[src/rtl/io_out_uart_tx.sv]
// Captures every change of the processor's 32-bit io_out word into a small FIFO
// and transmits each queued word as four 8N1 UART bytes, least significant byte first.
module io_out_uart_tx #(
    parameter int unsigned CLKS_PER_BIT = 16,
    parameter int unsigned FIFO_DEPTH   = 4
) (
    input  logic        clock,
    input  logic        reset,
    input  logic [31:0] io_in,
    output logic        io_tx,
    output logic        io_busy,
    output logic        io_overflow,
    output logic [15:0] io_words_sent
);

    localparam int unsigned PTR_W = $clog2(FIFO_DEPTH);
    localparam int unsigned CNT_W = $clog2(CLKS_PER_BIT);
    localparam logic [CNT_W-1:0] BIT_RELOAD = CNT_W'(CLKS_PER_BIT - 1);
    localparam logic [PTR_W:0]   FIFO_FULL  = (PTR_W + 1)'(FIFO_DEPTH);

    typedef enum logic [1:0] {
        S_IDLE,
        S_START,
        S_DATA,
        S_STOP
    } tx_state_e;

    logic [31:0]      last_q;
    logic [31:0]      mem_q [FIFO_DEPTH];
    logic [PTR_W-1:0] wr_ptr_q, wr_ptr_d;
    logic [PTR_W-1:0] rd_ptr_q, rd_ptr_d;
    logic [PTR_W:0]   count_q, count_d;
    logic             overflow_q, overflow_d;
    tx_state_e        state_q, state_d;
    logic [CNT_W-1:0] baud_q, baud_d;
    logic [2:0]       bit_idx_q, bit_idx_d;
    logic [1:0]       byte_idx_q, byte_idx_d;
    logic [31:0]      shift_q, shift_d;
    logic             tx_q, tx_d;
    logic [15:0]      words_sent_q, words_sent_d;
    logic             busy_q, busy_d;

    logic push, pop, full, do_write;

    // FIFO bookkeeping: a push into a full FIFO only succeeds if a pop frees a slot on the same edge.
    always_comb begin
        push       = (io_in != last_q);
        pop        = (state_q == S_IDLE) && (count_q != '0);
        full       = (count_q == FIFO_FULL);
        do_write   = push && (!full || pop);
        wr_ptr_d   = wr_ptr_q;
        rd_ptr_d   = rd_ptr_q;
        count_d    = count_q;
        overflow_d = overflow_q | (push && full && !pop);
        if (do_write) wr_ptr_d = wr_ptr_q + PTR_W'(1);
        if (pop)      rd_ptr_d = rd_ptr_q + PTR_W'(1);
        case ({do_write, pop})
            2'b10:   count_d = count_q + (PTR_W + 1)'(1);
            2'b01:   count_d = count_q - (PTR_W + 1)'(1);
            default: count_d = count_q;
        endcase
    end

    always_comb begin
        state_d      = state_q;
        baud_d       = baud_q;
        bit_idx_d    = bit_idx_q;
        byte_idx_d   = byte_idx_q;
        shift_d      = shift_q;
        tx_d         = tx_q;
        words_sent_d = words_sent_q;
        case (state_q)
            S_IDLE: begin
                tx_d = 1'b1;
                if (pop) begin
                    shift_d    = mem_q[rd_ptr_q];
                    byte_idx_d = '0;
                    baud_d     = BIT_RELOAD;
                    tx_d       = 1'b0;
                    state_d    = S_START;
                end
            end
            S_START: begin
                if (baud_q == '0) begin
                    baud_d    = BIT_RELOAD;
                    bit_idx_d = '0;
                    tx_d      = shift_q[0];
                    state_d   = S_DATA;
                end else begin
                    baud_d = baud_q - CNT_W'(1);
                end
            end
            // The word shifts right once per data bit, so the next bit is always at shift_q[0].
            S_DATA: begin
                if (baud_q == '0) begin
                    baud_d  = BIT_RELOAD;
                    shift_d = shift_q >> 1;
                    if (bit_idx_q == 3'd7) begin
                        tx_d    = 1'b1;
                        state_d = S_STOP;
                    end else begin
                        bit_idx_d = bit_idx_q + 3'd1;
                        tx_d      = shift_q[1];
                    end
                end else begin
                    baud_d = baud_q - CNT_W'(1);
                end
            end
            S_STOP: begin
                if (baud_q == '0) begin
                    if (byte_idx_q != 2'd3) begin
                        byte_idx_d = byte_idx_q + 2'd1;
                        baud_d     = BIT_RELOAD;
                        tx_d       = 1'b0;
                        state_d    = S_START;
                    end else begin
                        words_sent_d = words_sent_q + 16'd1;
                        tx_d         = 1'b1;
                        state_d      = S_IDLE;
                    end
                end else begin
                    baud_d = baud_q - CNT_W'(1);
                end
            end
            default: state_d = S_IDLE;
        endcase
        busy_d = (state_d != S_IDLE) || (count_d != '0);
    end

    always_ff @(posedge clock or posedge reset) begin
        if (reset) begin
            last_q       <= '0;
            wr_ptr_q     <= '0;
            rd_ptr_q     <= '0;
            count_q      <= '0;
            overflow_q   <= 1'b0;
            state_q      <= S_IDLE;
            baud_q       <= '0;
            bit_idx_q    <= '0;
            byte_idx_q   <= '0;
            shift_q      <= '0;
            tx_q         <= 1'b1;
            words_sent_q <= '0;
            busy_q       <= 1'b0;
        end else begin
            last_q       <= io_in;
            wr_ptr_q     <= wr_ptr_d;
            rd_ptr_q     <= rd_ptr_d;
            count_q      <= count_d;
            overflow_q   <= overflow_d;
            state_q      <= state_d;
            baud_q       <= baud_d;
            bit_idx_q    <= bit_idx_d;
            byte_idx_q   <= byte_idx_d;
            shift_q      <= shift_d;
            tx_q         <= tx_d;
            words_sent_q <= words_sent_d;
            busy_q       <= busy_d;
        end
    end

    always_ff @(posedge clock) begin
        if (do_write) mem_q[wr_ptr_q] <= io_in;
    end

    assign io_tx         = tx_q;
    assign io_busy       = busy_q;
    assign io_overflow   = overflow_q;
    assign io_words_sent = words_sent_q;

endmodule

[config.mk]
export PLATFORM = sky130hd
export DESIGN_NAME = io_out_uart_tx
export DESIGN_NICKNAME = d
export VERILOG_FILES = /design/src/rtl/io_out_uart_tx.sv
export SDC_FILE = /design/constraint.sdc
export NUM_CORES = 1
export LEC_CHECK = 0
export ABC_CLOCK_PERIOD_IN_PS = 5000
export CAP_MARGIN = 20
export CORE_MARGIN = 1
export CORE_UTILIZATION = 35
export CTS_CLUSTER_DIAMETER = 50
export CTS_CLUSTER_SIZE = 12
export DETAILED_ROUTE_END_ITERATION = 16
export DONT_BUFFER_PORTS = 1
export HOLD_SLACK_MARGIN = 0.15
export PLACE_DENSITY = 0.46
export RECOVER_POWER = 50
export SLEW_MARGIN = 20
export SYNTH_ARGS = -nofsm -noshare
export SYNTH_HDL_FRONTEND = slang
export SYNTH_SLANG_ARGS = --single-unit
[constraint.sdc]
create_clock -name clock -period 5 [get_ports clock]
set_clock_uncertainty 0.05 [all_clocks]
set_input_delay 0.75 -clock clock [delete_from_list [all_inputs] [get_ports clock]]
set_output_delay 0.75 -clock clock [all_outputs]
set_load 0.01 [all_outputs]
==> impl_metrics.ini <==
[power]
powerDensity_nw_per_um2 = 406
p_leak_nw = 3.81
irDropWorstVdd_mv = 0.260

[setup_path]
worstPathRequired_ns = 5.34
crit_top_cell = nor2_1
setup.worst_path.class = reg -> reg
worst-path-max-fanout = 11
cp_slowest_cell = nor4_1
critPathLaunchType = register
cpPeakStageDelay_ns = 0.53
cp.arrival_ns = 3.31
worstSetupEndpointType = register
crit_chain = xnor2_1, nand4_1, nor4_1, nand2_1, nor2_1, fa_1, inv_1, a32oi_1, nor2_1, a31oi_1

[die]
coreArea_um2 = 25300
start_util_pct = 36.0
dieArea_um2 = 26700
fp-row-count = 58
die_x_um = 163
die_h_um = 163
num_io_pins = 53

[clock_network]
clk_latency_ns = 0.54
clk_path_buf_depth = 3
cts_made_buffers = 29
cts_sinks = 229
cts_resized = 0
cts_tree = built
post_cts_buffers = 0
postCtsHoldBufs = 0
cts_max_level = 1
ctsRootBufferMaster = clkbuf_16
cts.clk_slew.worst_paths_ns = 0.06

[synth]
ys_seq_elements = 229
yosysTopAreaCell = edfxtp_1
syn_avg_cell_area_um2 = 16.2
syn_inst = 562
synth_edf_count = 128
netlist_area_um2 = 9110
ys_seq_area_share_pct = 70.0
synth-main-ff-cell = edfxtp_1
synth_cell_types = 41
yosys.area.top_type_share_pct = 42.2
synth_nets = 606
ys_warn_count = 0
ys_async_sr_fraction_pct = 44.1
yosys-top-cells-area = edfxtp_1 (42%), dfrtp_1 (27%), mux4_2 (7.9%)

[sta]
tightest_slew_ns = 3.66
fin_setup_tns_ns = 0
drv_slew = 76
fin_crit_sh_pct = 59.4
fmax_mhz = 337
hold_violations = 0
relSlewSlack_pct = -145
setup_violations = 0
rsz0062_at_grt = no
period_needed_ns = 2.97

[run_status]
status = finished with violations
violations = max-capacitance violations, max-slew violations

[detailed_routing]
first_pass_iters = 4
drc = 0
via_count = 4561
routed_via_density = 4.93
post_drt_wl_per_cell_um = 19.7
ant_nets = 0
finalWirelength_um = 18200
drt_iter0_drc = 241

[run]
maxCapViolations = 1

[global_routing]
grt_pass1_vias = 4826
grt_max_degree = 76
track_usage_pct = 14.2
grt_pass1_wl_um = 28400
overflow = 0
antenna_found_initial = 0

[placed_design]
port_buffers = 0
place_hpwl_um = 10800
dp_cells = 872
place.gp.congestion = 0.732

[finish]
areaGrowthSynthToFinish_pct = 15.1
final_cell_mix = edfxtp_1 (128), dfrtp_1 (99), xnor2_1 (50)
nNetsFinal = 617
drive_gt1_share_pct = 17.5
final_common_cell = edfxtp_1
final_cells = 925
insertedDiodeCount = 0
fillers = 2281

[worst_hold_path]
min_path_type = in -> reg
## synthesized netlist by cell type (2+ instances only)
| master | number |
|---|---|
| a21oi_1 | 35 |
| a22o_1 | 5 |
| a31oi_1 | 6 |
| and2_1 | 2 |
| and3_1 | 6 |
| buf_1 | 3 |
| buf_2 | 7 |
| clkbuf_1 | 13 |
| dfrtp_1 | 100 |
| edfxtp_1 | 128 |
| ha_1 | 9 |
| inv_1 | 9 |
| mux2_2 | 3 |
| mux2i_1 | 32 |
| mux4_2 | 32 |
| nand2_1 | 16 |
| nand2b_1 | 3 |
| nand3_1 | 8 |
| nand4_1 | 11 |
| nand4_4 | 2 |
| nor2_1 | 49 |
| nor3_1 | 4 |
| nor4_1 | 2 |
| o21ai_0 | 6 |
| or2_2 | 2 |
| xnor2_1 | 50 |
| xor2_1 | 5 |
## cells by family after synthesis
group,after synthesis,synth area share (%)
fa+ha+maj,10,1.46
simple gates,110,6.22
buf+inv,34,1.62
compound gates,57,3.64
mux,67,11.8
flops,229,70.0
xor+xnor,55,5.29
## report_power, final
part	internal, mW	switching [mW]
Combinational	0.0295	0.0480
Clock	1.37	0.782
Sequential	2.03	0.00949
## through the flow
| stage | util, % | setup slack, ns | instance area, um2 | power, mW | hold slack [ns] |
|---|---|---|---|---|---|
| final | 41.4 | 2.03 | 10500 | 4.26 | 0.187 |
| after detailed placement | 37.4 | 1.61 | 9460 | 2.15 | 0.449 |
| after floorplan | - | 1.55 | 9110 | 2.13 | 0.413 |
| after CTS | 41.4 | 1.93 | 10500 | 4.32 | 0.164 |
| after global placement | 37.4 | 1.74 | 9460 | 2.15 | 0.435 |
| after global routing | 41.4 | 1.58 | 10500 | 4.40 | 0.151 |
## metal layers
layer | GRT usage [%] | share of wire (%)
met5 | 0 | 0
met4 | 3.65 | 2.2
met3 | 3.22 | 4.5
met2 | 24.2 | 50
met1 | 18.3 | 43
## area by class of cell
type / count / area [um2] / share of cell area [%]
flip-flops and latches: 229 / 6370 / 60.8
well taps: 330 / 413 / 3.94
repair buffers: 5 / 37.5 / 0.358
clock inverters: 14 / 156 / 1.49
clock buffers: 39 / 867 / 8.27
multi-input cells: 299 / 2600 / 24.8
inverters: 9 / 35.0 / 0.334
## state kept, by name, indices dropped and copies added (netlist names)
register,count
mem_q,128
rd_ptr_q,2
io_overflow,1
baud_q,4
io_words_sent,16
io_tx,1
wr_ptr_q,2
io_busy,1
shift_q,32
bit_idx_q,3
count_q,3
byte_idx_q,2
last_q,32
state_q,2
## worst paths after layout
path	slack [ns]	startpoint	to	cells after the start
setup / recovery	2.03	last_q[3]$_DFF_PP0_	io_busy$_DFF_PP0_	10
hold / removal	0.19	io_in[3]	last_q[3]$_DFF_PP0_	0
setup reg to reg	2.03	last_q[3]$_DFF_PP0_	io_busy$_DFF_PP0_	10
hold reg to reg	0.45	baud_q[0]$_DFFE_PP0P_	baud_q[0]$_DFFE_PP0P_	1
max in group asynchronous	2.13	reset	io_tx$_DFFE_PP1P_	2
min in group asynchronous	1.14	reset	io_words_sent[11]$_DFFE_PP0P_	1
## critical path, delay by kind of cell (launching register included)
kind	cells	cell delay (ns)
buffers and inverters	1	0.07
DFF	1	0.39
xor gates and xnor gates	1	0.29
AOI/OAI and AO/OA	2	0.17
and+or+nand+nor	5	1.40
adders and majority gates	1	0.45
Note: power is estimated with default switching activity, not from simulation.
